==> src/rtl/flu_rr_arbiter.sv <==
// Packet-granular round-robin merge of PORTS FLU streams onto one FLU output.
// Zero-cycle latency (pure mux); TX_DST_RDY is steered only to the granted input, all others see 0.
module flu_rr_arbiter #(
    parameter int PORTS         = 2,
    parameter int DATA_WIDTH    = 256,
    parameter int SOP_POS_WIDTH = 2,
    parameter int EOP_POS_WIDTH = 5,
    localparam int CHW          = (PORTS > 1) ? $clog2(PORTS) : 1
) (
    input  logic                             CLK,
    input  logic                             RESET,
    input  logic [PORTS*DATA_WIDTH-1:0]      RX_DATA,
    input  logic [PORTS*SOP_POS_WIDTH-1:0]   RX_SOP_POS,
    input  logic [PORTS*EOP_POS_WIDTH-1:0]   RX_EOP_POS,
    input  logic [PORTS-1:0]                 RX_SOP,
    input  logic [PORTS-1:0]                 RX_EOP,
    input  logic [PORTS-1:0]                 RX_SRC_RDY,
    output logic [PORTS-1:0]                 RX_DST_RDY,
    output logic [DATA_WIDTH-1:0]            TX_DATA,
    output logic [SOP_POS_WIDTH-1:0]         TX_SOP_POS,
    output logic [EOP_POS_WIDTH-1:0]         TX_EOP_POS,
    output logic                             TX_SOP,
    output logic                             TX_EOP,
    output logic                             TX_SRC_RDY,
    input  logic                             TX_DST_RDY,
    output logic [CHW-1:0]                   TX_CHANNEL
);

    logic                     lock;
    logic [CHW-1:0]           sel;
    logic [CHW-1:0]           ptr;

    logic                     gnt_vld;
    logic [CHW-1:0]           gnt;
    logic                     xfer;
    logic                     lock_nxt;
    logic [EOP_POS_WIDTH-1:0] sop_byte;

    // Search runs highest offset first so the nearest requester after ptr wins.
    always_comb begin
        int idx;
        idx     = 0;
        gnt_vld = 1'b0;
        gnt     = sel;
        if (lock) begin
            gnt_vld = 1'b1;
            gnt     = sel;
        end else begin
            for (int k = PORTS; k >= 1; k--) begin
                idx = (int'(ptr) + k) % PORTS;
                if (RX_SRC_RDY[idx]) begin
                    gnt_vld = 1'b1;
                    gnt     = CHW'(idx);
                end
            end
        end
    end

    always_comb begin
        TX_DATA    = RX_DATA[int'(gnt)*DATA_WIDTH +: DATA_WIDTH];
        TX_SOP_POS = RX_SOP_POS[int'(gnt)*SOP_POS_WIDTH +: SOP_POS_WIDTH];
        TX_EOP_POS = RX_EOP_POS[int'(gnt)*EOP_POS_WIDTH +: EOP_POS_WIDTH];
        TX_SOP     = RX_SOP[gnt];
        TX_EOP     = RX_EOP[gnt];
        TX_CHANNEL = gnt;
        TX_SRC_RDY = !RESET && gnt_vld && RX_SRC_RDY[gnt];
        RX_DST_RDY = (!RESET && gnt_vld && TX_DST_RDY) ? (PORTS'(1) << gnt) : '0;
    end

    assign xfer     = TX_SRC_RDY && TX_DST_RDY;
    assign sop_byte = EOP_POS_WIDTH'(TX_SOP_POS) << (EOP_POS_WIDTH - SOP_POS_WIDTH);

    // A word that closes one packet and opens another keeps the lock on the same input.
    always_comb begin
        lock_nxt = lock;
        case ({TX_SOP, TX_EOP})
            2'b10:   lock_nxt = 1'b1;
            2'b01:   lock_nxt = 1'b0;
            2'b11:   lock_nxt = (sop_byte > TX_EOP_POS);
            default: lock_nxt = lock;
        endcase
    end

    always_ff @(posedge CLK) begin
        if (RESET) begin
            lock <= 1'b0;
            sel  <= '0;
            ptr  <= CHW'(PORTS - 1);
        end else if (xfer) begin
            lock <= lock_nxt;
            if (!lock) begin
                ptr <= gnt;
                sel <= gnt;
            end
        end
    end

endmodule

==> config.mk <==
export PLATFORM = sky130hd
export DESIGN_NAME = flu_rr_arbiter
export DESIGN_NICKNAME = d
export VERILOG_FILES = /design/src/rtl/flu_rr_arbiter.sv
export SDC_FILE = /design/constraint.sdc
export NUM_CORES = 1
export LEC_CHECK = 0
export CAP_MARGIN = 20
export CORE_AREA = 2 2 313 315
export DETAILED_ROUTE_END_ITERATION = 8
export DIE_AREA = 0 0 315 317
export PLACE_DENSITY = 0.3
export SETUP_SLACK_MARGIN = 0.15
export SLEW_MARGIN = 20
export SYNTH_ARGS = -nofsm -noshare
export SYNTH_HDL_FRONTEND = slang
export SYNTH_SLANG_ARGS = --single-unit
==> constraint.sdc <==
create_clock -name CLK -period 4.1 [get_ports CLK]
set_input_delay 1.025 -clock CLK [delete_from_list [all_inputs] [get_ports CLK]]
set_output_delay 1.025 -clock CLK [all_outputs]
set_load 0.005 [all_outputs]
==> metrics.txt <==
# TYPE chip_impl_metric gauge
chip_impl_info{name="cts_tree",value="done"} 1
chip_impl_metric{name="dp.final_hpwl",unit="mm"} 62.0
chip_impl_metric{name="drt_first_iter_violations",unit=""} 497
chip_impl_metric{name="cts_buffers",unit=""} 3
chip_impl_metric{name="globalplace.congestion",unit=""} 0.858
chip_impl_info{name="cts-root-buf",value="sky130_fd_sc_hd__clkbuf_16"} 1
chip_impl_metric{name="worst_skew_pair.late_latency",unit="ns"} 0.23
chip_impl_metric{name="layout_worst_path_cycle_share",unit=""} 0.970
chip_impl_metric{name="core-area",unit="um2"} 96300
chip_impl_metric{name="ir_worst_vdd",unit="V"} 0.0000896
chip_impl_metric{name="detail_route.wl_per_cell",unit="um"} 23.1
chip_impl_metric{name="yosysWarnings",unit=""} 0
chip_impl_metric{name="number_of_hold_violations_in_the_final_report",unit=""} 0
chip_impl_metric{name="route.vias.total",unit=""} 8856
chip_impl_metric{name="postSynthAreaPerCell",unit="um2"} 4.09
chip_impl_metric{name="ios",unit=""} 804
chip_impl_metric{name="post_route_cells_drive_above_1_share",unit=""} 0.0972
chip_impl_metric{name="placed_cells_incl_taps",unit=""} 2974
chip_impl_info{name="final_cell_mix",value="sky130_fd_sc_hd__nand2_1, sky130_fd_sc_hd__clkdlybuf4s50_1, sky130_fd_sc_hd__buf_4"} 1
chip_impl_metric{name="die_w",unit="um"} 315
chip_impl_metric{name="global_route_wire_length_before_repair",unit="mm"} 87.3
chip_impl_info{name="hold_class",value="reg -> reg"} 1
chip_impl_info{name="endpoint_kind",value="primary output"} 1
chip_impl_metric{name="clock-skew-final",unit="ns"} 0.00411
chip_impl_metric{name="clkTransAtPathRegs",unit="ns"} 0.03
chip_impl_metric{name="antenna_found_initial",unit=""} 17
chip_impl_metric{name="period_minus_slack",unit="ns"} 3.98
chip_impl_info{name="startpoint_type",value="primary input"} 1
chip_impl_metric{name="clk_path_buf_depth",unit=""} 2
chip_impl_metric{name="hold_ws",unit="ns"} 0.540
chip_impl_metric{name="synthCells",unit=""} 891
chip_impl_metric{name="power_density_over_cell_area",unit="nW/um2"} 178
chip_impl_metric{name="cts_hold_buf",unit=""} 0
chip_impl_metric{name="max_clock_freq",unit="MHz"} 251
chip_impl_metric{name="nNetsFinal",unit=""} 2256
chip_impl_info{name="setup.worst_path.class",value="in -> out"} 1
chip_impl_metric{name="finalNonFillerCells",unit=""} 2995
chip_impl_metric{name="number_of_violations_of_the_max_capacitance_limit",unit=""} 0
chip_impl_info{name="outcome",value="finished, final reports clean"} 1
chip_impl_metric{name="detail_route.drc_violations",unit=""} 0
chip_impl_metric{name="layout_area_growth_over_synthesis",unit="%"} 294
chip_impl_metric{name="clock_tree.htree_level_count",unit=""} 1
chip_impl_metric{name="drv_slew",unit=""} 0
chip_impl_metric{name="synth-async-reset-ratio",unit=""} 0
chip_impl_metric{name="path_max_fanout",unit=""} 10
chip_impl_metric{name="detailedRoute.firstPassIterationCount",unit=""} 5
chip_impl_metric{name="synth-edff-count",unit=""} 0
chip_impl_metric{name="std_cell_rows",unit=""} 114
chip_impl_metric{name="grt_pass1_vias",unit=""} 9241
chip_impl_metric{name="synth_area",unit="um2"} 3650
chip_impl_metric{name="initial_core_util",unit=""} 0.0379
chip_impl_metric{name="post_drt_via_cell_ratio",unit=""} 2.96
chip_impl_metric{name="die-height",unit="um"} 317
chip_impl_metric{name="finalCoreUtilization",unit=""} 0.149
chip_impl_metric{name="worstPathArrival",unit="ns"} 2.95
chip_impl_metric{name="ys_ff_latch",unit=""} 3
chip_impl_metric{name="seq_total_area_yosys",unit=""} 0.0165
chip_impl_metric{name="timing.max_slew.rel_slack",unit=""} 0.477
chip_impl_metric{name="worst_ep_required_time",unit="ns"} 3.07
chip_impl_metric{name="finalWirelength",unit="mm"} 69.2
chip_impl_metric{name="finalSetupTns",unit="ns"} 0
chip_impl_metric{name="aggregate_global_route_resource_usage",unit=""} 0.129
chip_impl_metric{name="leakage",unit="nW"} 6.68
chip_impl_metric{name="clkSinkCount",unit=""} 3
chip_impl_metric{name="postRouteAntennaNets",unit=""} 0
chip_impl_info{name="rsz0062_at_grt",value="yes"} 1
chip_impl_metric{name="totalPowerFinal",unit="mW"} 2.56
chip_impl_metric{name="globalRoute.totalOverflow",unit=""} 0
chip_impl_metric{name="place.port_buffers",unit=""} 803
chip_impl_metric{name="setup_viol",unit=""} 0
chip_impl_metric{name="mappedNetlistNets",unit=""} 1428
chip_impl_metric{name="tightestPinTransition",unit="ns"} 0.772
chip_impl_metric{name="grt_max_degree",unit=""} 42
chip_impl_info{name="synth-main-ff-cell",value="sky130_fd_sc_hd__dfxtp_1"} 1
chip_impl_metric{name="floorplan.die_area",unit="um2"} 99900
chip_impl_metric{name="synthDistinctLibCells",unit=""} 27
chip_impl_info{name="layout_commonest_cell",value="sky130_fd_sc_hd__nand2_1"} 1
==> critical path, cell delays in order <==
cell and delay [ns]:
sky130_fd_sc_hd__dlygate4sd2_1 0.26, sky130_fd_sc_hd__nor2b_4 0.14, sky130_fd_sc_hd__a22oi_4 0.20, sky130_fd_sc_hd__buf_8 0.16, sky130_fd_sc_hd__buf_4 0.13, sky130_fd_sc_hd__buf_12 0.10
sky130_fd_sc_hd__buf_4 0.16, sky130_fd_sc_hd__nand2_1 0.06, sky130_fd_sc_hd__nand2_1 0.13, sky130_fd_sc_hd__clkdlybuf4s50_1 0.56
==> state kept, by name (all words and copies together), names as in the netlist <==
register / cells
lock: 1
ptr: 1
sel: 1
==> path summary, 6_finish.rpt <==
kind / startpoint / cells past startpoint / to / slack (ns)
setup / recovery: RX_SRC_RDY[1] / 10 / TX_DATA[115] / 0.12
hold / removal: ptr / 2 / ptr / 0.54
setup reg to reg: lock / 12 / lock / 1.00
hold reg to reg: ptr / 2 / ptr / 0.54
==> logic make-up after synthesis <==
family | after synthesis | share of synthesized area
DFF | 3 | 0.0165
and+or+nand+nor | 798 | 0.829
AOI/OAI and AO/OA | 17 | 0.0398
buffers and inverters | 67 | 0.0964
muxes | 4 | 0.0113
adders and majority gates | 2 | 0.00686
==> where the power goes <==
part           total, mW  switching [mW]  internal, mW
Combinational       2.37            1.08          1.29
Sequential        0.0348         0.00361        0.0312
Clock              0.157          0.0289         0.129
Total               2.56            1.11          1.45
==> synth_stat cells (all sizes together), types with 2 or more instances <==
cell / instances / area (um2)
nand2: 785 / 2950
buf: 58 / 318
inv: 8 / 30.0
a221oi: 4 / 35.0
nand2b: 4 / 32.5
nor2: 4 / 15.0
a211oi: 3 / 22.5
dfxtp: 3 / 60.1
mux2i: 3 / 30.0
a21oi: 2 / 10.0
ha: 2 / 25.0
nor2b: 2 / 12.5
o311ai: 2 / 17.5
==> final cells by class <==
| class | instances | area [um2] |
|---|---|---|
| fill | 11200 | 81900 |
| timing repair buffer | 880 | 9270 |
| multi-input combinational | 821 | 3290 |
| tap | 1276 | 1600 |
| clock buffer | 4 | 78.8 |
| sequential | 3 | 60.1 |
| inverter | 8 | 46.3 |
| timing repair inverter | 2 | 25.0 |
| antenna | 1 | 2.50 |
==> layer usage <==
metal  wire (um)  global-route usage  up-vias
li1            -                   -     4321
met1       31000               0.172     3990
met2       31300               0.211      488
met3        6070              0.0417       35
met4         635              0.0113       22
met5         131                   0        -
==> stage by stage <==
step / cell area [um2] / worst slack [ns]
6_report: 14400 / 0.121
5_1_grt: 14400 / 0.0295
4_1_cts: 14300 / 0.0788
3_5_place_dp: 13900 / -0.443
3_3_place_gp: 13900 / -0.474
2_1_floorplan: 3650 / 1.11
==> repair_timing <==
item,CTS,global route
gates resized for setup,112,24
setup endpoints to repair,268,98
gates cloned,5,0
pin swaps,0,2
setup buffers,10,1
Note: power is estimated with default switching activity, not from simulation.
